### src/rtl/uart_pkg.sv
// Shared types and constants for the memory-mapped UART transmitter.
package uart_pkg;

   // Transmit bit-timing FSM states.
   typedef enum logic [1:0] {IDLE, START, DATA, STOP} tx_state_t;

   // Register offsets from the window base.
   localparam logic [31:0] TXDATA_OFS = 32'h0000_0000;
   localparam logic [31:0] STATUS_OFS = 32'h0000_0004;

   // STATUS bit positions.
   localparam int unsigned STAT_BUSY    = 0;
   localparam int unsigned STAT_FULL    = 1;
   localparam int unsigned STAT_EMPTY   = 2;
   localparam int unsigned STAT_OVF     = 3;
   localparam int unsigned STAT_CNT_LSB = 4;
   localparam int unsigned STAT_CNT_W   = 4;

   // Assemble the STATUS word; unlisted bits read as zero.
   function automatic logic [31:0] pack_status(input logic                  busy,
                                               input logic                  full,
                                               input logic                  empty,
                                               input logic                  ovf,
                                               input logic [STAT_CNT_W-1:0] cnt);
      logic [31:0] s;
      s                             = '0;
      s[STAT_BUSY]                  = busy;
      s[STAT_FULL]                  = full;
      s[STAT_EMPTY]                 = empty;
      s[STAT_OVF]                   = ovf;
      s[STAT_CNT_LSB +: STAT_CNT_W] = cnt;
      return s;
   endfunction

endpackage

### src/rtl/sync_fifo.sv
// Small synchronous FIFO with occupancy count; push-when-full only lands with a pop.
module sync_fifo #(
   parameter int unsigned Width = 8,
   parameter int unsigned Depth = 4
) (
   input  logic                     clk_i,
   input  logic                     rst_i,
   input  logic                     push_i,
   input  logic                     pop_i,
   input  logic [Width-1:0]         data_i,
   output logic [Width-1:0]         data_o,
   output logic                     full_o,
   output logic                     empty_o,
   output logic [$clog2(Depth):0]   count_o
);

   localparam int unsigned PtrW = $clog2(Depth);
   localparam int unsigned CntW = PtrW + 1;

   logic [Width-1:0] mem_q [Depth];
   logic [PtrW-1:0]  wr_ptr_q, wr_ptr_d;
   logic [PtrW-1:0]  rd_ptr_q, rd_ptr_d;
   logic [CntW-1:0]  count_q, count_d;
   logic             push_ok, pop_ok;

   assign full_o  = (count_q == CntW'(Depth));
   assign empty_o = (count_q == '0);
   assign count_o = count_q;
   assign data_o  = mem_q[rd_ptr_q];

   // A full FIFO still accepts a push when the head leaves in the same cycle.
   assign push_ok = push_i && (!full_o || pop_i);
   assign pop_ok  = pop_i && !empty_o;

   // Next-state for pointers and occupancy; pointers wrap at the power-of-two depth.
   always_comb begin
      wr_ptr_d = wr_ptr_q;
      rd_ptr_d = rd_ptr_q;
      count_d  = count_q;
      if (push_ok) wr_ptr_d = wr_ptr_q + 1'b1;
      if (pop_ok)  rd_ptr_d = rd_ptr_q + 1'b1;
      unique case ({push_ok, pop_ok})
         2'b10:   count_d = count_q + 1'b1;
         2'b01:   count_d = count_q - 1'b1;
         default: count_d = count_q;
      endcase
   end

   // Pointer and count registers.
   always_ff @(posedge clk_i or posedge rst_i) begin
      if (rst_i) begin
         wr_ptr_q <= '0;
         rd_ptr_q <= '0;
         count_q  <= '0;
      end else begin
         wr_ptr_q <= wr_ptr_d;
         rd_ptr_q <= rd_ptr_d;
         count_q  <= count_d;
      end
   end

   // Storage array; contents are don't-care until written.
   always_ff @(posedge clk_i) begin
      if (push_ok) mem_q[wr_ptr_q] <= data_i;
   end

endmodule

### src/rtl/mmio_uart_tx.sv
// Memory-mapped 8N1 UART transmitter: TXDATA pushes into a FIFO, STATUS is read combinationally.
module mmio_uart_tx import uart_pkg::*; #(
   parameter logic [31:0] BASE_ADR     = 32'h0000_1000,
   parameter int unsigned CLKS_PER_BIT = 16,
   parameter int unsigned FIFO_DEPTH   = 4
) (
   input  logic        clk,
   input  logic        rst,
   input  logic        we,
   input  logic [31:0] adr,
   input  logic [31:0] writeData,
   output logic [31:0] readData,
   output logic        tx
);

   localparam int unsigned CntW     = (CLKS_PER_BIT > 1) ? $clog2(CLKS_PER_BIT) : 1;
   localparam int unsigned FifoCntW = $clog2(FIFO_DEPTH) + 1;
   localparam logic [CntW-1:0] BitCntLast = CntW'(CLKS_PER_BIT - 1);

   tx_state_t             state_q, state_d;
   logic [CntW-1:0]       bit_cnt_q, bit_cnt_d;
   logic [2:0]            bit_idx_q, bit_idx_d;
   logic [7:0]            shift_q, shift_d;
   logic                  ovf_q, ovf_d;
   logic                  tx_q, tx_d;

   logic                  hit_data_wr, hit_stat_wr, hit_stat_rd;
   logic                  fifo_pop, fifo_full, fifo_empty;
   logic [7:0]            fifo_dout;
   logic [FifoCntW-1:0]   fifo_count;
   logic [31:0]           cnt_ext;
   logic                  unused_bits;

   assign hit_data_wr = we && (adr == BASE_ADR + TXDATA_OFS);
   assign hit_stat_wr = we && (adr == BASE_ADR + STATUS_OFS);
   assign hit_stat_rd = (adr == BASE_ADR + STATUS_OFS);

   sync_fifo #(
      .Width (8),
      .Depth (FIFO_DEPTH)
   ) u_fifo (
      .clk_i   (clk),
      .rst_i   (rst),
      .push_i  (hit_data_wr),
      .pop_i   (fifo_pop),
      .data_i  (writeData[7:0]),
      .data_o  (fifo_dout),
      .full_o  (fifo_full),
      .empty_o (fifo_empty),
      .count_o (fifo_count)
   );

   assign cnt_ext     = 32'(fifo_count);
   assign unused_bits = ^{writeData[31:8], cnt_ext[31:STAT_CNT_W]};

   // Sticky overflow: set by a dropped push, cleared by any STATUS write.
   always_comb begin
      ovf_d = ovf_q;
      if (hit_stat_wr) begin
         ovf_d = 1'b0;
      end else if (hit_data_wr && fifo_full && !fifo_pop) begin
         ovf_d = 1'b1;
      end
   end

   // Bit-timing FSM: next state, counters, shift register and FIFO pop.
   always_comb begin
      state_d   = state_q;
      bit_cnt_d = bit_cnt_q;
      bit_idx_d = bit_idx_q;
      shift_d   = shift_q;
      fifo_pop  = 1'b0;
      unique case (state_q)
         IDLE: begin
            if (!fifo_empty) begin
               fifo_pop  = 1'b1;
               shift_d   = fifo_dout;
               bit_cnt_d = '0;
               state_d   = START;
            end
         end
         START: begin
            if (bit_cnt_q == BitCntLast) begin
               bit_cnt_d = '0;
               bit_idx_d = '0;
               state_d   = DATA;
            end else begin
               bit_cnt_d = bit_cnt_q + 1'b1;
            end
         end
         DATA: begin
            if (bit_cnt_q == BitCntLast) begin
               bit_cnt_d = '0;
               shift_d   = {1'b0, shift_q[7:1]};
               if (bit_idx_q == 3'd7) begin
                  state_d = STOP;
               end else begin
                  bit_idx_d = bit_idx_q + 3'd1;
               end
            end else begin
               bit_cnt_d = bit_cnt_q + 1'b1;
            end
         end
         STOP: begin
            if (bit_cnt_q == BitCntLast) begin
               bit_cnt_d = '0;
               // Chain straight into the next start bit when more data waits.
               if (!fifo_empty) begin
                  fifo_pop = 1'b1;
                  shift_d  = fifo_dout;
                  state_d  = START;
               end else begin
                  state_d = IDLE;
               end
            end else begin
               bit_cnt_d = bit_cnt_q + 1'b1;
            end
         end
         default: state_d = IDLE;
      endcase
   end

   // Line level decoded from the next state so tx is a clean register output.
   always_comb begin
      tx_d = 1'b1;
      unique case (state_d)
         START:   tx_d = 1'b0;
         DATA:    tx_d = shift_d[0];
         default: tx_d = 1'b1;
      endcase
   end

   // State, counters, shift register, overflow flag and serial line.
   always_ff @(posedge clk or posedge rst) begin
      if (rst) begin
         state_q   <= IDLE;
         bit_cnt_q <= '0;
         bit_idx_q <= '0;
         shift_q   <= '0;
         ovf_q     <= 1'b0;
         tx_q      <= 1'b1;
      end else begin
         state_q   <= state_d;
         bit_cnt_q <= bit_cnt_d;
         bit_idx_q <= bit_idx_d;
         shift_q   <= shift_d;
         ovf_q     <= ovf_d;
         tx_q      <= tx_d;
      end
   end

   assign tx = tx_q;

   // Combinational STATUS read; every other address reads zero.
   always_comb begin
      readData = '0;
      if (hit_stat_rd) begin
         readData = pack_status(state_q != IDLE, fifo_full, fifo_empty, ovf_q,
                                cnt_ext[STAT_CNT_W-1:0]);
      end
   end

endmodule
### config.mk
export PLATFORM = sky130hd
export DESIGN_NAME = mmio_uart_tx
export DESIGN_NICKNAME = d
export VERILOG_FILES = /design/src/rtl/uart_pkg.sv /design/src/rtl/sync_fifo.sv /design/src/rtl/mmio_uart_tx.sv
export SDC_FILE = /design/constraint.sdc
export NUM_CORES = 1
export LEC_CHECK = 0
export CORE_MARGIN = 5
export CORE_UTILIZATION = 50
export DETAILED_ROUTE_END_ITERATION = 16
export GPL_ROUTABILITY_DRIVEN = 0
export MAX_ROUTING_LAYER = met4
export PLACE_DENSITY = 0.86
export SLEW_MARGIN = 10
export SYNTH_ARGS = -nofsm -noshare
export SYNTH_HDL_FRONTEND = slang
export SYNTH_SLANG_ARGS = --single-unit
### constraint.sdc
create_clock -name clk -period 6 [get_ports clk]
set_input_delay 1.2 -clock clk [delete_from_list [all_inputs] [get_ports clk]]
set_output_delay 1.2 -clock clk [all_outputs]
set_load 0.02 [all_outputs]
==> results of run 1 <==
## flip-flops by register name, indices dropped and copies added, names as in the netlist, 2 cells and up
name and flops:
u_fifo.mem_q 32, bit_cnt_q 4, state_q 2, shift_q 8, bit_idx_q 3, u_fifo.count_o 3, u_fifo.rd_ptr_q 2, u_fifo.wr_ptr_q 2
## report_power, final
| part | total, W | switching [W] | leakage (nW) | internal [W] |
|---|---|---|---|---|
| combinational | 0.0000986 | 0.0000430 | 0.781 | 0.0000556 |
| sequential | 0.000476 | 0.0000218 | 0.608 | 0.000455 |
| clock | 0.000301 | 0.000154 | 0.0709 | 0.000147 |
## cells in the mapped netlist (2+ instances only)
master / count
edfxtp_1: 32
buf_4: 25
dfrtp_1: 25
nand2_1: 18
o21ai_0: 14
ha_1: 13
inv_1: 12
nor2_1: 12
a22o_1: 10
mux2i_1: 8
mux4_2: 8
and3_1: 7
nor4_1: 7
a21oi_1: 6
and2_2: 5
clkbuf_1: 4
nor3_1: 4
xnor2_1: 3
xor2_1: 3
and2_1: 2
buf_2: 2
nand3_1: 2
nand4_1: 2
nor3_2: 2
nor4b_1: 2
## worst max-delay path, stage by stage
cell             delay (ns)
clkdlybuf4s50_1        0.40
nor4b_1                0.32
nand4_1                0.19
nor2_1                 0.32
and2_1                 0.18
and3_1                 0.16
clkdlybuf4s50_1        0.61
## area by class of cell
| class | count | area (um^2) |
|---|---|---|
| repair buffers | 51 | 508 |
| well taps | 75 | 93.8 |
| multi-input cells | 172 | 1290 |
| fillers | 462 | 2240 |
| clock inverters | 7 | 46.3 |
| inverters | 12 | 45.0 |
| clock buffers | 9 | 124 |
| flip-flops and latches | 58 | 1610 |
## routing by layer
layer / routed length, um / vias up / global-route usage
met5: 0 / - / -
met3: 337 / 13 / 0.0531
met1: 2240 / 958 / 0.173
met4: 99 / 0 / 0.0577
met2: 2840 / 63 / 0.267
li1: - / 974 / -
## final timing paths
path	start	to	slack [ns]	depth (start not counted)
worst max-delay path	adr[13]	readData[1]	1.42	7
min in group asynchronous	rst	u_fifo.wr_ptr_q[0]$_DFFE_PP0P_	1.40	2
worst max register to register	bit_cnt_q[0]$_DFFE_PP0P_	u_fifo.count_o[2]$_DFFE_PP0P_	3.23	12
max in group asynchronous	rst	shift_q[0]$_DFF_PP0_	4.00	2
worst min-delay path	bit_cnt_q[3]$_DFFE_PP0P_	bit_cnt_q[3]$_DFFE_PP0P_	0.50	1
worst min register to register	bit_cnt_q[3]$_DFFE_PP0P_	bit_cnt_q[3]$_DFFE_PP0P_	0.50	1
## kinds of logic after synthesis
| kind of cell | Yosys count | share of synthesized area |
|---|---|---|
| AOI/OAI and AO/OA | 40 | 0.0943 |
| adders and majority gates | 14 | 0.0594 |
| xor gates and xnor gates | 6 | 0.0171 |
| muxes | 17 | 0.0894 |
| DFF | 58 | 0.524 |
| buffers and inverters | 44 | 0.0874 |
| and+or+nand+nor | 70 | 0.127 |
| other | 1 | 0.00122 |
## through the flow
step | hold slack (ns) | setup slack (ns) | total power, W | util | cells
after floorplan | 0.461 | 2.48 | 0.000546 | - | 274
after global placement | 0.483 | 1.47 | 0.000577 | 0.595 | 368
after detailed placement | 0.491 | 1.42 | 0.000583 | 0.595 | 368
after CTS | 0.502 | 1.41 | 0.000884 | 0.624 | 384
after global routing | 0.544 | 1.23 | 0.000916 | 0.624 | 384
final | 0.498 | 1.42 | 0.000876 | 0.624 | 384
## cells in the final DEF, fill, tap and decap left out, types with 2 or more instances in the layout
master            n
and2_2            5
nand2_1          18
and2_1            2
dfrtp_1          25
nor3_2            2
clkinvlp_4        5
a22o_1           10
nor4_1            7
nor4b_1           2
nand3_1           2
inv_1            12
clkdlybuf4s50_1  50
edfxtp_1         32
xnor2_1           3
clkbuf_8          9
o21ai_0          14
nand4_1           2
conb_1           25
mux2i_1           8
xor2_1            3
nor3_1            4
a21oi_1           6
ha_1             13
mux4_2            8
nor2_1           12
and3_1            7
==> flow_summary.toml, run 1 <==
[outcome]
status = "finished clean"

[flow_run]
cap_violations = 0

[logic_synthesis]
synth-edff-count = 32
synthCells = 250
synth_top_area_cell = "edfxtp_1"
synth_warnings = 0
ys_ff_latch = 58
netlist_area_mm2 = 0.00308
async_reset_ff_frac = 0.448
syn_area_per_cell_um2 = 12.3
synth_seq_area_share = 0.524
ys.flop_type = "edfxtp_1"
synth_area_leaders = "edfxtp_1 (31%), dfrtp_1 (20%), buf_4 (6.1%)"
synth_top_cell_area_share = 0.312
synth_cell_type_count = 47

[clocking]
cts_root_buf = "clkbuf_8"
cts_buffers = 9
cts_sinks = 58
ctsResizeCount = 0
htreeDepth = 3
clockBufferDepth = 2
post_cts_buffers = 0
path_clk_slew_ns = 0.07
cts_tree = "yes"
cts_hold_buffers = 0
clk_latency_ns = 0.33

[finish]
layout.nets = 385
drive_above_1_share = 0.120
design_area_mm2 = 0.00372
n_antenna_cell = 0
area_delta_synth_final_pct = 20.7

[place]
postPlaceCellArea_mm2 = 0.00355
portBuffers = 50
dp_hpwl_um = 4180

[sta]
fmax_ghz = 0.218
final-hold-violation-count = 0
rsz0062_at_grt = "false"
min_period_ns = 4.58
fin_setup_tns_ns = 0
slew_headroom = 0.339
drv_slew = 0
fin_crit_sh = 0.763
setup_violations = 0
tightest_slew_ns = 0.990
fin_worst_skew_ns = 0.00620

[global_routing]
grt_max_degree = 27
grt_pass1_vias = 2011
antenna_found_initial = 0
grtUsageTotal = 0.158
grt_pass1_wl_um = 9070
grt_overflow_total = 0

[routing]
drc = 0
firstDrtPassIters = 4
postRouteAntennaNets = 0
wire_per_inst_um = 14.4
drt_iter0_markers = 136
avgViaCountPerCell = 5.23
wirelength_um = 5510
vias = 2008

[setup_path]
critPathArrivalTime_ns = 3.38
required_ns = 4.80
worstSetupEndpointType = "primary output"
path_class = "in -> out"
start_kind = "primary input"
cp_max_fo = 6

[floorplan]
die_w_um = 88.5
floorplan.die_area_mm2 = 0.00783
fp-row-count = 28
ios = 100
coreArea_mm2 = 0.00596
die_y_um = 88.5
floorplan.initialDensity = 0.517

[power]
powerDensity_mw_per_mm2 = 236
peakVddDrop_uv = 195
leakagePower_nw = 1.46

[hold_path]
hp-class = "reg -> reg"
(Power assumes the default switching activity.)
==> inputs of run 2 (changes only) <==
- CORE_UTILIZATION: 50 -> 42
- PLACE_DENSITY: 0.86 -> 0.77
- clock period: 6 -> 3.68 ns (I/O delays scaled with it)
==> run 2 against run 1 <==
Net effect: clock-buffer cell count grew 1; total power increased by 74%; sequential power grew 63%; critical path depth unchanged; clock power increased by 95%; final cell count rose by 6.8%; core utilization fell by 9.2 points; sequential share of layout area shrank 1.1 points; combinational power increased by 65%; first-iteration DRC count is 25% lower; routed wire length rose by 5.7%; clock skew up 0.00088 ns; largest power group unchanged.
==> flow_summary.toml, run 2 (synthesis results as in run 1) <==
[outcome]
status = "finished clean"

[floorplan]
floorplan.die_area_mm2 = 0.00914
coreArea_mm2 = 0.00718
ios = 100
die_y_um = 95.6
floorplan.initialDensity = 0.429
die_w_um = 95.6
fp-row-count = 31

[global_routing]
grtUsageTotal = 0.144
grt_max_degree = 27
met1_usage = 0.165
grt_pass1_vias = 2062
grt_pass1_wl_um = 9740
grt_overflow_total = 0
antenna_found_initial = 0
use_met3 = 0.0403
use_met2 = 0.247
grt-busiest-layer = "met2"

[routing]
avgViaCountPerCell = 4.80
vias = 1969
wire_per_inst_um = 14.2
firstDrtPassIters = 4
drc = 0
postRouteAntennaNets = 0
drt_iter0_markers = 102
wirelength_um = 5830

[setup_path]
worstRegToRegCells = 10
crit_chain = "clkdlybuf4s50_1, nor4b_1, nand4_1, nor2_2, and2_1, and3_1, clkdlybuf4s50_1"
critPathBufInv = 2
required_ns = 2.94
critPathArrivalTime_ns = 2.78
cpPeakStageDelay_ns = 0.60
reg2reg_slack_ns = 0.89
cp_slowest_cell = "clkdlybuf4s50_1"
start_kind = "primary input"
path_delay_family = "simple AND/OR/NAND/NOR gates"
path_class = "in -> out"
r2r-end = "u_fifo.count_o[1]$_DFFE_PP0P_"
worstSetupEndpointType = "primary output"
cp_max_fo = 4
crit_top_cell = "clkdlybuf4s50_1"
r2r_start = "bit_cnt_q[0]$_DFFE_PP0P_"

[flow_run]
cap_violations = 0

[finish]
drive_above_1_share = 0.141
final_cell_mix = "clkdlybuf4s50_1 (50), edfxtp_1 (32), conb_1 (25), dfrtp_1 (25), nand2_1 (18)"
area_delta_synth_final_pct = 24.0
largestRegisters = "u_fifo.mem_q: 32 flops, shift_q: 8 flops, bit_cnt_q: 4 flops"
largest_register_ffs = 32
largest_register = "u_fifo.mem_q"
n_antenna_cell = 0
layout.nets = 387
final_common_cell = "clkdlybuf4s50_1"

[hold_path]
hp-class = "reg -> reg"
hold_path_end = "bit_cnt_q[1]$_DFFE_PP0P_"
hold_depth = 2
hold_start = "bit_cnt_q[1]$_DFFE_PP0P_"

[clocking]
path_clk_slew_ns = 0.07
cts_buffers = 9
post_cts_buffers = 0
cts_hold_buffers = 0
cts_sinks = 58
cts_tree = "yes"
clk_latency_ns = 0.33
cts_root_buf = "clkbuf_8"
htreeDepth = 3
ctsResizeCount = 0
clockBufferDepth = 2

[sta]
rsz0062_at_grt = "false"
drv_slew = 0
setup_violations = 0
fin_setup_tns_ns = 0
slew_headroom = 0.330
final-hold-violation-count = 0
fmax_ghz = 0.285
tightest_slew_ns = 1.00
holdWs_ns = 0.509
min_period_ns = 3.51
fin_crit_sh = 0.954
fin_worst_skew_ns = 0.00708

[power]
total_power_w = 0.00153
powerDensity_mw_per_mm2 = 400
peakVddDrop_uv = 299
leakagePower_nw = 1.49

[place]
portBuffers = 50
dp_hpwl_um = 4310
[run 2: worst register-to-register path, stage by stage, from the launching register on]
cell and delay (ns):
dfrtp_1 0.39, ha_1 0.23, and3_1 0.41, a21oi_4 0.17, o211a_4 0.27, nor3b_4 0.32
inv_1 0.08, ha_1 0.21, inv_1 0.07, fa_1 0.41, mux2i_1 0.15
[run 2: cell type report]
class / count / area [um^2]
tap: 99 / 124
multi-input combinational: 172 / 1310
timing repair buffer: 53 / 523
clock buffer: 10 / 138
clock inverter: 6 / 66.3
inverter: 12 / 45.0
fill: 612 / 3360
sequential: 58 / 1610
[run 2: worst max path at each step]
stage	endpoint	cells past startpoint	slack [ns]	start
2_1_floorplan	u_fifo.count_o[2]$_DFFE_PP0P_	11	1.05	adr[13]
3_3_place_gp	readData[0]	7	0.15	adr[1]
3_5_place_dp	readData[1]	7	0.12	adr[5]
5_1_grt	readData[1]	7	0.005	adr[13]
6_report	readData[1]	7	0.17	adr[13]
4_1_cts	readData[1]	7	0.11	adr[5]
[run 2: stage by stage]
| stage | setup WS [ns] | cells | utilization | area, um^2 |
|---|---|---|---|---|
| 2_1_floorplan | 1.05 | 274 | - | 3170 |
| 3_3_place_gp | 0.146 | 394 | 0.500 | 3590 |
| 3_5_place_dp | 0.117 | 394 | 0.500 | 3590 |
| 4_1_cts | 0.114 | 410 | 0.529 | 3790 |
| 5_1_grt | 0.00472 | 410 | 0.532 | 3820 |
| 6_report | 0.168 | 410 | 0.532 | 3820 |
[run 2: power breakdown]
part	leakage (nW)	internal (W)	total (W)	switching, W
registers	0.608	0.000741	0.000777	0.0000356
clock network	0.0945	0.000330	0.000586	0.000256
logic	0.792	0.0000909	0.000163	0.0000718
[run 2: layer usage]
layer,vias to the layer above,share of wire
met2,42,0.53
met5,-,0
met3,6,0.044
met1,940,0.42
li1,981,-
met4,0,0.0081
==> inputs of run 3 (changes only) <==
- GPL_ROUTABILITY_DRIVEN: 0 -> unset
- PLACE_DENSITY: 0.77 -> 0.73
- SETUP_SLACK_MARGIN: unset -> 0.02
==> run 3 against run 2 <==
Net effect: die area unchanged; clock-buffer cell count shrank 1; worst setup slack worse by 0.0023 ns; sequential power about the same; register-to-register slack about the same; first-iteration DRC count decreased by 16%; sequential cell count stayed put; worst hold slack lost 0.0022 ns; sequential share of layout area rose by 0.15 points; global-route usage increased by 0.44 points; design area shrank 0.36%; highest routed layer unchanged.
==> flow_summary.toml, run 3 (synthesis results as in run 1) <==
[outcome]
status = "finished clean"

[routing]
postRouteAntennaNets = 0
wirelength_um = 5970
firstDrtPassIters = 5
vias = 2004
drc = 0
wire_per_inst_um = 14.6
drt_iter0_markers = 86
avgViaCountPerCell = 4.91

[place]
portBuffers = 50
dp_hpwl_um = 4480
globalplace.congestion = 0.795
postPlaceCellArea_mm2 = 0.00358

[power]
comb_power_share = 0.102
peakVddDrop_uv = 283
p_clk_frac = 0.406
p_sw_frac = 0.234
total_power_w = 0.00158
leakagePower_nw = 1.51
powerDensity_mw_per_mm2 = 416
intPower_w = 0.00121
pwr-share-seq = 0.492
p_switching_w = 0.000370

[setup_path]
path_class = "in -> out"
critPathArrivalTime_ns = 2.78
cpPeakStageDelay_ns = 0.60
start_kind = "primary input"
critPathBufInv = 2
worstSetupEndpointType = "primary output"
path_delay_family = "simple AND/OR/NAND/NOR gates"
crit_top_cell = "clkdlybuf4s50_1"
required_ns = 2.94
cp_max_fo = 6
cp_slowest_cell = "clkdlybuf4s50_1"
crit_chain = "clkdlybuf4s50_1, nor4_1, nand4_1, nor2_4, and2_1, and3_1, clkdlybuf4s50_1"

[global_routing]
grt_overflow_total = 0
grt_max_degree = 27
grt_pass1_vias = 2074
antenna_found_initial = 0
grtUsageTotal = 0.149
grt_pass1_wl_um = 9980

[clocking]
path_clk_slew_ns = 0.07
cts_root_buf = "clkbuf_8"
cts_sinks = 58
clockBufferDepth = 2
htreeDepth = 3
cts_buffers = 9
cts_tree = "yes"
clk_latency_ns = 0.34

[floorplan]
die_w_um = 95.6
floorplan.initialDensity = 0.429
die_y_um = 95.6
ios = 100
floorplan.die_area_mm2 = 0.00914
coreArea_mm2 = 0.00718
fp-row-count = 31

[finish]
largestRegisters = "u_fifo.mem_q: 32 flops, shift_q: 8 flops, bit_cnt_q: 4 flops"
drive_above_1_share = 0.123
largest_register_ffs = 32
final_cell_mix = "clkdlybuf4s50_1 (49), edfxtp_1 (32), conb_1 (25), dfrtp_1 (25), nand2_1 (18)"
layout.nets = 385
final_common_cell = "clkdlybuf4s50_1"
n_antenna_cell = 0
multi_input_area_mm2 = 0.00129
design_area_mm2 = 0.00380
area_delta_synth_final_pct = 23.5
fin_util = 0.530
largest_register = "u_fifo.mem_q"
seq_area_mm2 = 0.00161
fillers = 625

[sta]
rsz0062_at_grt = "false"
fin_crit_sh = 0.955
min_period_ns = 3.51
drv_slew = 0
final-hold-violation-count = 0
fin_worst_skew_ns = 0.00600
setup_violations = 0
fin_setup_tns_ns = 0
slew_headroom = 0.337
tightest_slew_ns = 0.993
fmax_ghz = 0.285

[hold_path]
hp-class = "reg -> reg"

[flow_run]
cap_violations = 0
## run 3: stage by stage
stage,hold slack [ns],std cells,setup slack [ns]
final,0.506,408,0.166
after global routing,0.546,408,0.0249
after CTS,0.509,408,0.0814
after detailed placement,0.493,392,0.0890
after global placement,0.483,392,0.0768
after floorplan,0.461,274,1.05
## run 3: area by class of cell
type / instances / area share
clock buffer: 9 / 0.0326
clock inverter: 7 / 0.0244
inverter: 12 / 0.0118
multi-input combinational: 172 / 0.340
sequential: 58 / 0.424
tap: 99 / 0.0326
timing repair buffer: 51 / 0.134
## run 3: metal layers
layer  GRT usage  vias to the layer above  routed length (um)
met5           -                        -                   0
met4      0.0462                        0                  47
met2       0.257                       50                3110
li1            -                      975                   -
met3      0.0379                        5                 317
met1       0.169                      974                2490
## run 3: worst reg2reg max path: cells and delay by family (launching register included)
family / cells / cell delay [ns]
XOR/XNOR: 2 / 0.29
flip-flops: 1 / 0.39
buffers and inverters: 2 / 0.15
AND/OR/NAND/NOR: 3 / 0.79
AO/OA/AOI/OAI: 2 / 0.43
adder cells (fa/ha/maj): 3 / 0.62
## run 3: final timing paths
kind / from / slack, ns / cells past startpoint / to
worst max-delay path: adr[8] / 0.17 / 7 / readData[1]
worst min-delay path: bit_cnt_q[1]$_DFFE_PP0P_ / 0.51 / 2 / bit_cnt_q[1]$_DFFE_PP0P_
worst max register to register: bit_cnt_q[0]$_DFFE_PP0P_ / 0.89 / 12 / u_fifo.count_o[2]$_DFFE_PP0P_
worst min register to register: bit_cnt_q[1]$_DFFE_PP0P_ / 0.51 / 2 / bit_cnt_q[1]$_DFFE_PP0P_
max in group asynchronous: rst / 2.14 / 2 / shift_q[2]$_DFFE_PP0P_
min in group asynchronous: rst / 0.93 / 2 / u_fifo.wr_ptr_q[0]$_DFFE_PP0P_
## run 3: power groups by stage
stage | logic, W | registers (W) | clock network [W]
global route | 0.000179 | 0.000786 | 0.000681
finish | 0.000162 | 0.000777 | 0.000641
global placement | 0.000157 | 0.000787 | 0
detailed placement | 0.000161 | 0.000790 | 0
floorplan | 0.000103 | 0.000787 | 0
CTS | 0.000162 | 0.000778 | 0.000653
## run 3: what timing repair did
item	CTS	global route
gates resized for setup	0	3
hold buffers	0	0
endpoints found under the setup margin	0	2
buffers inserted	0	0
